`src/rtl/gesture_photo_stepper_pkg.sv`:
```
// Shared definitions for the swipe-gesture photo stepper: gesture codes,
// FSM state encoding and the slide-direction type.
package gesture_photo_stepper_pkg;

    localparam logic [1:0] GEST_NONE = 2'b00;
    localparam logic [1:0] GEST_NEXT = 2'b10;
    localparam logic [1:0] GEST_PREV = 2'b01;

    typedef enum logic [1:0] {
        ST_IDLE  = 2'd0,
        ST_SLIDE = 2'd1,
        ST_LOCK  = 2'd2
    } state_t;

    typedef enum logic {
        DIR_PREV = 1'b0,
        DIR_NEXT = 1'b1
    } dir_t;

    function automatic logic is_step_code(input logic [1:0] code);
        return (code == GEST_NEXT) || (code == GEST_PREV);
    endfunction

endpackage

```
`src/rtl/gesture_photo_stepper_if.sv`:
```
// Gesture-detector to photo-stepper link: gesture code/trigger inbound,
// photo index and slide status outbound.
interface gesture_photo_stepper_if #(
    parameter int IDX_W = 3,
    parameter int CNT_W = 8
);
    logic [1:0]       iGESTURE;
    logic             iTRIGGER;
    logic [IDX_W-1:0] oPHOTO_NUM;
    logic             oSLIDE_BUSY;
    logic             oSLIDE_DIR;
    logic [CNT_W-1:0] oSLIDE_POS;
    logic             oSTEP;

    modport master (
        output iGESTURE,
        output iTRIGGER,
        input  oPHOTO_NUM,
        input  oSLIDE_BUSY,
        input  oSLIDE_DIR,
        input  oSLIDE_POS,
        input  oSTEP
    );

    modport slave (
        input  iGESTURE,
        input  iTRIGGER,
        output oPHOTO_NUM,
        output oSLIDE_BUSY,
        output oSLIDE_DIR,
        output oSLIDE_POS,
        output oSTEP
    );
endinterface

```
`src/rtl/gesture_photo_stepper_gesture_sync.sv`:
```
// Two-flop synchroniser for the gesture code and trigger from the divided
// clock domain, plus a registered rising-edge event with its sampled code.
module gesture_sync (
    input  logic       clk,
    input  logic       rst_n,
    input  logic       trig_i,
    input  logic [1:0] gest_i,
    output logic       trig_o,
    output logic       evt_o,
    output logic [1:0] code_o
);

    logic       trig_s1_q, trig_s1_d;
    logic       trig_s2_q, trig_s2_d;
    logic       trig_s3_q, trig_s3_d;
    logic [1:0] gest_s1_q, gest_s1_d;
    logic [1:0] gest_s2_q, gest_s2_d;
    logic       evt_q,     evt_d;
    logic [1:0] code_q,    code_d;

    always_comb begin
        trig_s1_d = trig_i;
        trig_s2_d = trig_s1_q;
        trig_s3_d = trig_s2_q;
        gest_s1_d = gest_i;
        gest_s2_d = gest_s1_q;
        // Event and its code are registered together so the FSM sees a
        // code that belongs to the same synced sample as the edge.
        evt_d     = trig_s2_q & ~trig_s3_q;
        code_d    = gest_s2_q;
    end

    always_ff @(posedge clk or negedge rst_n) begin
        if (!rst_n) begin
            trig_s1_q <= 1'b0;
            trig_s2_q <= 1'b0;
            trig_s3_q <= 1'b0;
            gest_s1_q <= '0;
            gest_s2_q <= '0;
            evt_q     <= 1'b0;
            code_q    <= '0;
        end else begin
            trig_s1_q <= trig_s1_d;
            trig_s2_q <= trig_s2_d;
            trig_s3_q <= trig_s3_d;
            gest_s1_q <= gest_s1_d;
            gest_s2_q <= gest_s2_d;
            evt_q     <= evt_d;
            code_q    <= code_d;
        end
    end

    assign trig_o = trig_s2_q;
    assign evt_o  = evt_q;
    assign code_o = code_q;

endmodule

```
`src/rtl/gesture_photo_stepper.sv`:
```
// Photo stepper: IDLE -> SLIDE -> LOCK per accepted swipe gesture.
// Define GESTURE_STEP_WRAP_EN to wrap the index at the ends; default saturates.
module gesture_photo_stepper
    import gesture_photo_stepper_pkg::*;
#(
    parameter int NUM_PHOTOS     = 8,
    parameter int IDX_W          = 3,
    parameter int SLIDE_CYCLES   = 16,
    parameter int LOCKOUT_CYCLES = 32,
    parameter int CNT_W          = 8
) (
    input  logic                     clk,
    input  logic                     iRST_n,
    gesture_photo_stepper_if.slave   bus
);

    localparam logic [IDX_W-1:0] IDX_MAX    = IDX_W'(NUM_PHOTOS - 1);
    localparam logic [CNT_W-1:0] SLIDE_LAST = CNT_W'(SLIDE_CYCLES - 1);
    localparam logic [CNT_W-1:0] LOCK_LAST  = CNT_W'(LOCKOUT_CYCLES - 1);

    logic       trig_sync;
    logic       evt;
    logic [1:0] code;

    gesture_sync u_sync (
        .clk    (clk),
        .rst_n  (iRST_n),
        .trig_i (bus.iTRIGGER),
        .gest_i (bus.iGESTURE),
        .trig_o (trig_sync),
        .evt_o  (evt),
        .code_o (code)
    );

    state_t           state_q, state_d;
    logic [CNT_W-1:0] timer_q, timer_d;
    logic [IDX_W-1:0] idx_q,   idx_d;
    dir_t             dir_q,   dir_d;
    logic             step_q,  step_d;

    logic             accept;
    logic             slide_done;
    logic             lock_done;
    logic [IDX_W-1:0] idx_inc;
    logic [IDX_W-1:0] idx_dec;

    always_comb begin
        idx_inc = (idx_q == IDX_MAX) ? '0 : idx_q + IDX_W'(1);
        idx_dec = (idx_q == '0) ? IDX_MAX : idx_q - IDX_W'(1);
`ifdef GESTURE_STEP_WRAP_EN
        accept = evt && is_step_code(code);
`else
        // Boundary gestures are rejected here; the edge is still consumed.
        accept = evt && (((code == GEST_NEXT) && (idx_q != IDX_MAX)) ||
                         ((code == GEST_PREV) && (idx_q != '0)));
`endif
        slide_done = (timer_q == SLIDE_LAST);
        lock_done  = (timer_q == LOCK_LAST) && !trig_sync;
    end

    always_ff @(posedge clk or negedge iRST_n) begin
        if (!iRST_n) begin
            state_q <= ST_IDLE;
        end else begin
            state_q <= state_d;
        end
    end

    always_comb begin
        state_d = state_q;
        unique case (state_q)
            ST_IDLE:  if (accept)     state_d = ST_SLIDE;
            ST_SLIDE: if (slide_done) state_d = ST_LOCK;
            ST_LOCK:  if (lock_done)  state_d = ST_IDLE;
            default:                  state_d = ST_IDLE;
        endcase
    end

    always_comb begin
        timer_d = timer_q;
        idx_d   = idx_q;
        dir_d   = dir_q;
        step_d  = 1'b0;
        unique case (state_q)
            ST_IDLE: begin
                timer_d = '0;
                if (accept) begin
                    dir_d = (code == GEST_NEXT) ? DIR_NEXT : DIR_PREV;
                end
            end
            ST_SLIDE: begin
                if (slide_done) begin
                    timer_d = '0;
                    step_d  = 1'b1;
                    idx_d   = (dir_q == DIR_NEXT) ? idx_inc : idx_dec;
                end else begin
                    timer_d = timer_q + CNT_W'(1);
                end
            end
            ST_LOCK: begin
                // Timer parks at its last value while the trigger is still held.
                if (lock_done) begin
                    timer_d = '0;
                end else if (timer_q != LOCK_LAST) begin
                    timer_d = timer_q + CNT_W'(1);
                end
            end
            default: timer_d = '0;
        endcase
    end

    always_ff @(posedge clk or negedge iRST_n) begin
        if (!iRST_n) begin
            timer_q <= '0;
            idx_q   <= '0;
            dir_q   <= DIR_PREV;
            step_q  <= 1'b0;
        end else begin
            timer_q <= timer_d;
            idx_q   <= idx_d;
            dir_q   <= dir_d;
            step_q  <= step_d;
        end
    end

    assign bus.oSLIDE_BUSY = (state_q == ST_SLIDE);
    assign bus.oSLIDE_POS  = (state_q == ST_SLIDE) ? timer_q : '0;
    assign bus.oSLIDE_DIR  = dir_q;
    assign bus.oPHOTO_NUM  = idx_q;
    assign bus.oSTEP       = step_q;

endmodule

```
`src/flat_wrapper.sv`:
```
// flat-port wrapper written by rule: the top's interface ports become plain ports
module gesture_photo_stepper_flat import gesture_photo_stepper_pkg::*;
#(
    parameter int NUM_PHOTOS     = 8,
    parameter int IDX_W          = 3,
    parameter int SLIDE_CYCLES   = 16,
    parameter int LOCKOUT_CYCLES = 32,
    parameter int CNT_W          = 8
)
  (clk, iRST_n, bus_iGESTURE, bus_iTRIGGER, bus_oPHOTO_NUM, bus_oSLIDE_BUSY, bus_oSLIDE_DIR, bus_oSLIDE_POS, bus_oSTEP);
  gesture_photo_stepper_if #(.IDX_W(IDX_W), .CNT_W(CNT_W)) bus_i ();
  input  logic clk;
  input  logic iRST_n;
  input wire logic [$bits(bus_i.iGESTURE)-1:0] bus_iGESTURE;
  input wire logic [$bits(bus_i.iTRIGGER)-1:0] bus_iTRIGGER;
  output wire logic [$bits(bus_i.oPHOTO_NUM)-1:0] bus_oPHOTO_NUM;
  output wire logic [$bits(bus_i.oSLIDE_BUSY)-1:0] bus_oSLIDE_BUSY;
  output wire logic [$bits(bus_i.oSLIDE_DIR)-1:0] bus_oSLIDE_DIR;
  output wire logic [$bits(bus_i.oSLIDE_POS)-1:0] bus_oSLIDE_POS;
  output wire logic [$bits(bus_i.oSTEP)-1:0] bus_oSTEP;
  assign bus_i.iGESTURE = bus_iGESTURE;
  assign bus_i.iTRIGGER = bus_iTRIGGER;
  assign bus_oPHOTO_NUM = bus_i.oPHOTO_NUM;
  assign bus_oSLIDE_BUSY = bus_i.oSLIDE_BUSY;
  assign bus_oSLIDE_DIR = bus_i.oSLIDE_DIR;
  assign bus_oSLIDE_POS = bus_i.oSLIDE_POS;
  assign bus_oSTEP = bus_i.oSTEP;
  gesture_photo_stepper #(.NUM_PHOTOS(NUM_PHOTOS), .IDX_W(IDX_W), .SLIDE_CYCLES(SLIDE_CYCLES), .LOCKOUT_CYCLES(LOCKOUT_CYCLES), .CNT_W(CNT_W)) u_core (.clk(clk), .iRST_n(iRST_n), .bus(bus_i));
endmodule
```
`config.mk`:
```
export PLATFORM = sky130hd
export DESIGN_NAME = gesture_photo_stepper_flat
export DESIGN_NICKNAME = d
export VERILOG_FILES = /design/src/rtl/gesture_photo_stepper_pkg.sv /design/src/rtl/gesture_photo_stepper_if.sv /design/src/rtl/gesture_photo_stepper_gesture_sync.sv /design/src/rtl/gesture_photo_stepper.sv /design/src/flat_wrapper.sv
export SDC_FILE = /design/constraint.sdc
export NUM_CORES = 1
export LEC_CHECK = 0
export CORE_AREA = 2 2 59 61
export CTS_BUF_LIST = sky130_fd_sc_hd__clkbuf_8 sky130_fd_sc_hd__clkbuf_16
export DETAILED_ROUTE_END_ITERATION = 16
export DIE_AREA = 0 0 61 63
export GPL_ROUTABILITY_DRIVEN = 0
export PLACE_DENSITY = 0.68
export SYNTH_ARGS = -nofsm -noshare
export SYNTH_HDL_FRONTEND = slang
export SYNTH_SLANG_ARGS = --single-unit
```
`constraint.sdc`:
```
create_clock -name clk -period 2.75 [get_ports clk]
set_input_delay 0.55 -clock clk [delete_from_list [all_inputs] [get_ports clk]]
set_output_delay 0.55 -clock clk [all_outputs]
set_load 0.02 [all_outputs]
```
==> run metrics, run 1 <==
Port-buffer cells=18; sequential-to-total area share from yosys stat=51.3%; final setup violation count=0; CTS tree=yes; clock skew after layout=around 0.003 ns; worst-case clock buffer depth=2; RSZ-0062 raised after global routing=no; number of global-route vias before repair=about 860; wire length of the first global-routing pass=approximately 3700 microns; number of clock buffers inserted by TritonCTS=3; total number of H-tree levels=1; peak-usage layer in the global routing report=met2; Routed WL=~2200 microns; Leak=0.000669 uW; die extent in x=between 60 and 70 microns; stage delay of the slowest cell on the critical path=around 0.6 ns; cells along the critical path=inv_1 > ha_1 > and2_1 > clkdlybuf4s50_1; DPL Wire Length=1590 microns; M1 GR Usage=around 16%; mean instance size in the synthesized netlist=between 10 and 15 sq um; number of antenna violations at the first check in global routing=0; IO Pins=19; Least-Margin Pin Slew=approximately 0.41 ns; VDD IR-drop max=0.246 mV; PwrDens=a little under 700 mW/mm^2; Post-layout nets=about 150; number of max-slew violations in the final report=0; synth-to-layout area growth=23.1%; total of max-cap violations=0; Max transition margin=a little over 70%; overall power of the completed layout=1010 uW; register bit total from synthesis=25; critical path class=flop to output port; root buffer cell=clkbuf_8; global routing met3 resource utilization=2.48%; worst min path class=flop to flop; Non-Filler Instances=180; final hold slack=around 0.36 ns; GRT Total Usage=about an eighth; core footprint=about 0.0032 sq mm; ratio of routed vias to standard cells=approximately 4.9; Cell Count Post-Placement=roughly 180; via count=about 880; synthesized net count=between 100 and 150; maximum operating frequency=just under 0.4 GHz; result of the run=complete, no violations; Data arrival, critical path=around 2.0 ns; clk sink count=25; cell row count=21; die outline area=around 0.0038 sq mm; number of warning messages in the yosys log=0; buffers inserted by post-CTS timing repair=0; Vert. Die Dim=about 63 microns; final hold viol count=0; required time worst endpoint=2.20 ns; post-synthesis cell count=114; maximum number of pins on one net before global-route repair=26; commonest cells after routing, fill and taps aside=dfrtp_1 (25), clkdlybuf4s50_1 (18), nand2_1 (10), ha_1 (9), and2_1 (8); portion of the clock cycle consumed by the worst path in the final layout=around 93%; number of instances resized during post-cts repair=0; grt ovf=0; Antenna diodes=0; nature of the critical path endpoint=output port; hold buffer count at cts=0; slowest CP cell=clkdlybuf4s50_1; summed instance area of the synthesized netlist=about 0.0012 sq mm; Fin Setup TNS=0 ns; shortest period the worst path allows=between 2 and 3 ns; Starting DRT DRC Count=26; fraction of met2 tracks used by global routing=a little over a fifth; Initial Utilization=about 38%; clock network latency to the later pin of the worst-skew pair=about 0.27 ns; commonest non-fill, non-tap cell in the layout=dfrtp_1; Synth cell types=34; First-pass DRT Iterations=4; clock-pin slew on the worst setup and hold paths=0.09 ns; largest fanout on the critical path=14; wire length per cell=roughly 12 microns; FILL cells=between 300 and 400; DRC Markers=0; Critical Path Source Type=flop; ANT nets after route=0; fraction of layout cells with a size suffix above 1=under 10%
[Yosys cell counts (all sizes together)]
master / instances / area share [%]
dfrtp: 25 / 51
nand2: 10 / 3.1
ha: 9 / 9.2
and2: 8 / 4.1
inv: 7 / 2.2
o21ai: 7 / 2.9
nand3: 6 / 2.9
nor2: 6 / 1.8
a21oi: 4 / 1.9
and3: 4 / 2.1
xnor2: 3 / 2.2
xor2: 3 / 2.2
clkbuf: 2 / 0.72
mux2i: 2 / 1.6
nand2b: 2 / 1.0
a21boi: 1 / 0.62
a2bb2oi: 1 / 0.72
a311oi: 1 / 0.72
a31o: 1 / 0.72
and2b: 1 / 0.62
buf: 1 / 0.41
mux2: 1 / 0.92
nand4: 1 / 0.51
nor2b: 1 / 0.51
nor3: 1 / 0.41
nor3b: 1 / 0.62
nor4: 1 / 1.7
o21a: 1 / 0.62
o22ai: 1 / 0.51
o41ai: 1 / 0.72
or3: 1 / 0.51
[metal layers]
layer,wire [microns],part of all wire (%)
met5,0,0
met4,23,1.1
met3,89,4.1
met2,1050,49
met1,997,46
[flip-flops by register name, indices dropped and copies added, names as in the netlist]
signal,flops
u_core.timer_q,8
u_core.bus.oSLIDE_DIR,1
u_core.u_sync.gest_s1_q,2
u_core.state_q,2
u_core.u_sync.trig_s1_q,1
u_core.u_sync.trig_o,1
u_core.u_sync.code_o,2
u_core.u_sync.evt_o,1
u_core.u_sync.trig_s3_q,1
u_core.bus.oSTEP,1
u_core.bus.oPHOTO_NUM,3
u_core.u_sync.code_d,2
[stage by stage]
step / instance area, sq um / util [%] / setup WS (ns)
after global placement: 1450 / 44.9 / 0.589
after CTS: 1500 / 46.5 / 0.198
after global routing: 1500 / 46.5 / 0.0788
after detailed placement: 1450 / 44.9 / 0.516
final: 1500 / 46.5 / 0.203
after floorplan: 1220 / - / 0.886
[layout make-up]
| type | count | area [sq um] | share of cell area [%] |
|---|---|---|---|
| Inverter | 7 | 26.3 | 1.75 |
| Tap cell | 46 | 57.6 | 3.83 |
| Sequential cell | 25 | 626 | 41.7 |
| Timing Repair Buffer | 19 | 188 | 12.5 |
| Clock buffer | 3 | 41.3 | 2.75 |
| Multi-Input combinational cell | 79 | 554 | 36.9 |
| Clock inverter | 1 | 8.76 | 0.583 |
[power by group]
part | internal (uW) | switching [uW] | leakage (uW)
Sequential | 406 | 39.8 | 0.000322
Combinational | 144 | 196 | 0.000321
Clock | 106 | 119 | 0.0000261
[critical path, delay by kind of cell, from the launching register on]
kind,cells,cell delay (ns)
adders and majority gates,1,0.41
buffers and inverters,2,0.70
and+or+nand+nor,1,0.19
DFF,1,0.41
[worst paths after layout]
check	cells past startpoint	from	slack, ns	endpoint
max in group asynchronous	2	iRST_n	1.89	u_core.bus.oPHOTO_NUM[2]$_DFFE_PN0P_
hold / removal	0	u_core.u_sync.gest_s1_q[0]$_DFF_PN0_	0.36	u_core.u_sync.code_d[0]$_DFF_PN0_
hold reg to reg	0	u_core.u_sync.gest_s1_q[0]$_DFF_PN0_	0.36	u_core.u_sync.code_d[0]$_DFF_PN0_
setup reg to reg	7	u_core.bus.oPHOTO_NUM[0]$_DFFE_PN0P_	0.82	u_core.state_q[0]$_DFFE_PN0P_
setup / recovery	4	u_core.state_q[1]$_DFFE_PN0P_	0.20	bus_oSLIDE_POS[6]
min in group asynchronous	2	iRST_n	0.63	u_core.bus.oPHOTO_NUM[0]$_DFFE_PN0P_
[cells by family (layout without fill, tap and decap cells)]
family | after synthesis | count (layout) | synth area share (%)
AO/OA/AOI/OAI | 18 | 18 | 9.44
flip-flops | 25 | 25 | 51.3
adder cells (fa/ha/maj) | 9 | 9 | 9.23
XOR/XNOR | 6 | 6 | 4.31
buffers and inverters | 10 | 30 | 3.28
multiplexers | 3 | 3 | 2.56
AND/OR/NAND/NOR | 43 | 43 | 19.9
(Power assumes the default switching activity.)
==> run 2, diff against run 1 <==
--- a/config.mk
+++ b/config.mk
@@ -5,8 +5,10 @@
 export SDC_FILE = /design/constraint.sdc
 export NUM_CORES = 1
 export LEC_CHECK = 0
+export CAP_MARGIN = 20
 export CORE_AREA = 2 2 59 61
 export CTS_BUF_LIST = sky130_fd_sc_hd__clkbuf_8 sky130_fd_sc_hd__clkbuf_16
+export CTS_CLUSTER_DIAMETER = 50
 export DETAILED_ROUTE_END_ITERATION = 16
 export DIE_AREA = 0 0 61 63
 export GPL_ROUTABILITY_DRIVEN = 0
==> results of run 2 <==
No change in the layout: final DEF, timing and power equal those of run 1.
